<file path="src/rtl/mips_hazard_pkg.sv">
// Shared types and defaults for the ID-stage hazard controller and its mult/div busy timer.
package mips_hazard_pkg;

    typedef enum logic {
        IDLE = 1'b0,
        BUSY = 1'b1
    } md_state_t;

    localparam logic [4:0] REG_ZERO = 5'd0;

    localparam int unsigned MULT_LAT_DEF = 4;
    localparam int unsigned DIV_LAT_DEF  = 12;

endpackage

</file>
<file path="src/rtl/md_busy_timer.sv">
// Mult/div HI/LO occupancy timer: IDLE/BUSY FSM with a down-counter loaded on accept.
module md_busy_timer
    import mips_hazard_pkg::*;
#(
    parameter int unsigned MULT_LAT = MULT_LAT_DEF,
    parameter int unsigned DIV_LAT  = DIV_LAT_DEF
) (
    input  logic clk,
    input  logic rst_n,
    input  logic accept,
    input  logic isDiv,
    output logic mdBusy,
    output logic mdDone
);

    localparam int unsigned CntW = (DIV_LAT > 1) ? $clog2(DIV_LAT) : 1;
    localparam logic [CntW-1:0] MultLoad = CntW'(MULT_LAT - 1);
    localparam logic [CntW-1:0] DivLoad  = CntW'(DIV_LAT - 1);

    md_state_t       state_q, state_d;
    logic [CntW-1:0] cnt_q, cnt_d;

    always_ff @(posedge clk or negedge rst_n) begin
        if (!rst_n) begin
            state_q <= IDLE;
            cnt_q   <= '0;
        end else begin
            state_q <= state_d;
            cnt_q   <= cnt_d;
        end
    end

    // Counter holds the number of busy cycles left after the current one.
    always_comb begin
        state_d = state_q;
        cnt_d   = cnt_q;
        unique case (state_q)
            IDLE: begin
                if (accept) begin
                    state_d = BUSY;
                    cnt_d   = isDiv ? DivLoad : MultLoad;
                end
            end
            BUSY: begin
                if (cnt_q == '0) begin
                    state_d = IDLE;
                end else begin
                    cnt_d = cnt_q - CntW'(1);
                end
            end
            default: state_d = IDLE;
        endcase
    end

    assign mdBusy = (state_q == BUSY);
    assign mdDone = (state_q == BUSY) && (cnt_q == '0);

endmodule

</file>
<file path="src/rtl/hazard_stall_unit.sv">
// ID-stage hazard controller: load-use, HI/LO occupancy and taken-branch squash.
// Optional stall/flush performance counters are built when HAZARD_PERF_CNT_EN is defined.
module hazard_stall_unit
    import mips_hazard_pkg::*;
#(
    parameter int unsigned MULT_LAT = MULT_LAT_DEF,
    parameter int unsigned DIV_LAT  = DIV_LAT_DEF
) (
    input  logic        clk,
    input  logic        rst_n,
    input  logic [4:0]  idRs,
    input  logic [4:0]  idRt,
    input  logic        idUsesRs,
    input  logic        idUsesRt,
    input  logic        exMemRead,
    input  logic        exRegWrite,
    input  logic [4:0]  exRt,
    input  logic        mdStart,
    input  logic        mdIsDiv,
    input  logic        idReadsHiLo,
    input  logic        branchTaken,
    output logic        stallF,
    output logic        stallD,
    output logic        flushD,
    output logic        flushE,
    output logic        mdBusy,
    output logic        mdDone
`ifdef HAZARD_PERF_CNT_EN
    ,
    output logic [31:0] stallCount,
    output logic [31:0] flushCount
`endif
);

    logic lu_haz, md_haz, accept;

    always_comb begin
        lu_haz = exMemRead & exRegWrite & (exRt != REG_ZERO) &
                 ((idUsesRs & (exRt == idRs)) | (idUsesRt & (exRt == idRt)));
        md_haz = mdBusy & (idReadsHiLo | mdStart);
        accept = mdStart & ~branchTaken & ~lu_haz & ~md_haz;

        stallF = 1'b0;
        stallD = 1'b0;
        flushD = 1'b0;
        flushE = 1'b0;
        // Outputs are forced quiet while reset is held, even with live inputs.
        if (rst_n) begin
            if (branchTaken) begin
                flushD = 1'b1;
                flushE = 1'b1;
            end else if (lu_haz || md_haz) begin
                stallF = 1'b1;
                stallD = 1'b1;
                flushE = 1'b1;
            end
        end
    end

    md_busy_timer #(
        .MULT_LAT (MULT_LAT),
        .DIV_LAT  (DIV_LAT)
    ) u_md_busy_timer (
        .clk    (clk),
        .rst_n  (rst_n),
        .accept (accept),
        .isDiv  (mdIsDiv),
        .mdBusy (mdBusy),
        .mdDone (mdDone)
    );

`ifdef HAZARD_PERF_CNT_EN
    logic [31:0] stall_cnt_q, stall_cnt_d;
    logic [31:0] flush_cnt_q, flush_cnt_d;

    always_comb begin
        stall_cnt_d = stall_cnt_q;
        flush_cnt_d = flush_cnt_q;
        if (stallD && (stall_cnt_q != 32'hFFFF_FFFF)) stall_cnt_d = stall_cnt_q + 32'd1;
        if (flushD && (flush_cnt_q != 32'hFFFF_FFFF)) flush_cnt_d = flush_cnt_q + 32'd1;
    end

    always_ff @(posedge clk or negedge rst_n) begin
        if (!rst_n) begin
            stall_cnt_q <= '0;
            flush_cnt_q <= '0;
        end else begin
            stall_cnt_q <= stall_cnt_d;
            flush_cnt_q <= flush_cnt_d;
        end
    end

    assign stallCount = stall_cnt_q;
    assign flushCount = flush_cnt_q;
`endif

endmodule

</file>
<file path="config.mk">
export PLATFORM = sky130hd
export DESIGN_NAME = hazard_stall_unit
export DESIGN_NICKNAME = d
export VERILOG_FILES = /design/src/rtl/mips_hazard_pkg.sv /design/src/rtl/md_busy_timer.sv /design/src/rtl/hazard_stall_unit.sv
export SDC_FILE = /design/constraint.sdc
export NUM_CORES = 1
export LEC_CHECK = 0
export CORE_AREA = 2 2 39 41
export CTS_CLUSTER_DIAMETER = 200
export DETAILED_ROUTE_END_ITERATION = 8
export DIE_AREA = 0 0 41 43
export DONT_BUFFER_PORTS = 1
export HOLD_SLACK_MARGIN = 0.15
export PLACE_DENSITY = 0.56
export SYNTH_ARGS = -nofsm -noshare
export SYNTH_HDL_FRONTEND = slang
export SYNTH_SLANG_ARGS = --single-unit
export TNS_END_PERCENT = 100
</file>
<file path="constraint.sdc">
create_clock -name clk -period 2 [get_ports clk]
set_input_delay 0.1 -clock clk [delete_from_list [all_inputs] [get_ports clk]]
set_output_delay 0.1 -clock clk [all_outputs]
set_load 0.05 [all_outputs]
</file>
==> flow_metrics.env <==
export IMPL_worstPathRequired_ns=1.90
export IMPL_overflow=0
export IMPL_synth_area_per_cell_um2=9.22
export IMPL_finalHoldViolCount=0
export IMPL_htreeDepth=1
export IMPL_clk_path_buf_depth=2
export IMPL_rsz0062_at_grt="no"
export IMPL_antennaDiodeCount=0
export IMPL_ys_flop_type="dfrtp_1"
export IMPL_tritoncts="yes"
export IMPL_setup_tns_ns=0
export IMPL_yosysSeqAreaShare=0.251
export IMPL_drc=0
export IMPL_vias_per_cell=5.56
export IMPL_synthSimpleGateAreaFrac=0.229
export IMPL_port_buffers=0
export IMPL_reg2reg_depth=7
export IMPL_syn_inst=54
export IMPL_synth_top_family_by_area="compound AO/OA/AOI/OAI gates"
export IMPL_r2r_slack_ns=0.45
export IMPL_synth_area_mux_share=0.0201
export IMPL_status="completed"
export IMPL_rows=14
export IMPL_synth_seq_cells=5
export IMPL_setup_violations=0
export IMPL_fillCellCount=144
export IMPL_crit_arrival_ns=1.64
export IMPL_hpwl_um=813
export IMPL_cts_sinks=5
export IMPL_cp_slowest_stage_delay_ns=0.41
export IMPL_coreArea_um2=1380
export IMPL_initial_core_util=0.360
export IMPL_critPathCaptureType="output port"
export IMPL_grt_pass1_wl_um=1810
export IMPL_crit_path_start="u_md_busy_timer.cnt_q[0]$_DFFE_PN0P_"
export IMPL_globalplace_congestion=0.728
export IMPL_wl_per_cell_um=12.9
export IMPL_fin_area_um2=596
export IMPL_final_cell_mix="xnor2_1 (10), dfrtp_1 (5), nand2_1 (4)"
export IMPL_synth_compound_area_frac=0.254
export IMPL_cp_cell_sequence="inv_1 -> ha_1 -> nor3b_1 -> and2_1 -> buf_4"
export IMPL_finalCriticalPeriod_ns=1.74
export IMPL_die_h_um=43
export IMPL_total_power_uw=762
export IMPL_grt_use_total=0.148
export IMPL_area_delta_synth_final_pct=19.6
export IMPL_syn_nets=80
export IMPL_crit_family="simple AND/OR/NAND/NOR gates"
export IMPL_r2r_start="u_md_busy_timer.cnt_q[0]$_DFFE_PN0P_"
export IMPL_tightest_slew_ns=0.492
export IMPL_critPathMaxFanout=5
export IMPL_drtIter0Drc=4
export IMPL_netlist_area_um2=498
export IMPL_critPathLaunchType="flop"
export IMPL_max_freq_mhz=575
export IMPL_dr_pass1_iters=4
export IMPL_grt_antenna_before_repair=0
export IMPL_hold_slack_ns=0.148
export IMPL_crit_buf_inv=2
export IMPL_slew_violations=0
export IMPL_nets=89
export IMPL_placed_area_um2=549
export IMPL_numCtsBuffers=3
export IMPL_synth_edf_count=0
export IMPL_die_x_um=41
export IMPL_cpMaxStageDelayCell="dfrtp_1"
export IMPL_fin_crit_sh=0.869
export IMPL_synth_xor_area_frac=0.176
export IMPL_reg2reg_to="u_md_busy_timer.cnt_q[1]$_DFFE_PN0P_"
export IMPL_finClkSkew_ns=0.0000770
export IMPL_hold_class="in -> async"
export IMPL_max_vdd_ir_drop_mv=0.591
export IMPL_die_area_um2=1760
export IMPL_p_leak_uw=0.000238
export IMPL_cts_root_buf="clkbuf_4"
export IMPL_synthArstFlopShare=1.00
export IMPL_wirelength_um=1010
export IMPL_seq_area_um2=125
export IMPL_drive_gt1_frac=0.177
export IMPL_ant_nets=0
export IMPL_worst_skew_pair_late_latency_ns=0.24
export IMPL_clkTransAtPathRegs_ns=0.05
export IMPL_grt_max_degree=15
export IMPL_maxCapViolCount=0
export IMPL_power_density_nw_per_um2=1280
export IMPL_cp_num_cells=5
export IMPL_cp_endpoint="mdDone"
export IMPL_ioPinCount=31
export IMPL_synth_warnings=0
export IMPL_synth_fa_ha_area_frac=0.0251
export IMPL_yosysUniqueCellTypes=30
export IMPL_vias=434
export IMPL_multiInputGateArea_um2=350
export IMPL_slew_headroom=0.674
export IMPL_final_common_cell="xnor2_1"
export IMPL_crit_type="reg -> out"
export IMPL_grt_pass1_vias=462
==> timing repair <==
| action | in CTS | in global routing |
|---|---|---|
| buffers inserted | 0 | 0 |
| hold buffers | 2 | 0 |
| endpoints found under the hold margin | 6 | 0 |
| resized for setup | 0 | 0 |
==> cell usage after synthesis (2+ instances only) <==
| master | instances | area (um2) |
|---|---|---|
| xnor2_1 | 10 | 87.6 |
| dfrtp_1 | 5 | 125 |
| nand2_1 | 4 | 15.0 |
| inv_1 | 3 | 11.3 |
| nor3b_1 | 3 | 22.5 |
| a21oi_1 | 2 | 10.0 |
| and2_1 | 2 | 12.5 |
| nand4_1 | 2 | 12.5 |
| o31ai_1 | 2 | 15.0 |
==> power breakdown <==
group	internal [uW]	switching, uW
registers	155	79.5
logic	190	218
clock network	75.6	44.5
total	420	342
==> worst min path at each step <==
stage / startpoint / end / cells past startpoint
floorplan: rst_n / u_md_busy_timer.cnt_q[0]$_DFFE_PN0P_ / 0
global placement: rst_n / u_md_busy_timer.mdBusy$_DFF_PN0_ / 0
detailed placement: rst_n / u_md_busy_timer.mdBusy$_DFF_PN0_ / 0
CTS: rst_n / u_md_busy_timer.cnt_q[2]$_DFFE_PN0P_ / 1
global route: rst_n / u_md_busy_timer.cnt_q[2]$_DFFE_PN0P_ / 1
finish: rst_n / u_md_busy_timer.mdBusy$_DFF_PN0_ / 1
==> routing by layer <==
layer  wire length, um  GRT usage  up-vias  share of wire
li1                  -          -      216              -
met1               449      0.208      198           0.45
met2               487      0.213       20           0.48
met3                71     0.0471        0          0.070
met4                 0     0.0400        0              0
met5                 0          0        -              0
==> logic make-up after synthesis <==
logic type / after synthesis
buffers and inverters: 5
xor gates and xnor gates: 10
muxes: 1
and+or+nand+nor: 18
adders and majority gates: 1
AOI/OAI and AO/OA: 14
DFF: 5
==> flip-flops by register name, summed over array words and instances, names as in the netlist <==
signal / cells
u_md_busy_timer.cnt_q: 4
u_md_busy_timer.mdBusy: 1
==> worst reg2reg max path, delay by kind of cell (launching register included) <==
| family | cells | cell delay (ns) |
|---|---|---|
| and+or+nand+nor | 3 | 0.55 |
| DFF | 1 | 0.41 |
| adders and majority gates | 1 | 0.19 |
| AOI/OAI and AO/OA | 2 | 0.19 |
| buffers and inverters | 1 | 0.07 |
==> area by class of cell <==
cell class                      instances  share of cell area
Clock buffer                            4              0.0441
Inverter                                3              0.0189
Multi-Input combinational cell         44               0.588
Sequential cell                         5               0.210
Tap cell                               16              0.0336
Timing Repair Buffer                    6               0.105
==> through the flow <==
stage,cells,setup WS (ns),utilization
after floorplan,54,0.0735,-
after global placement,72,0.488,0.397
after detailed placement,72,0.444,0.397
after CTS,78,0.243,0.430
after global routing,78,0.129,0.430
final,78,0.262,0.430
No activity file was read; power rests on OpenSTA's default activity.
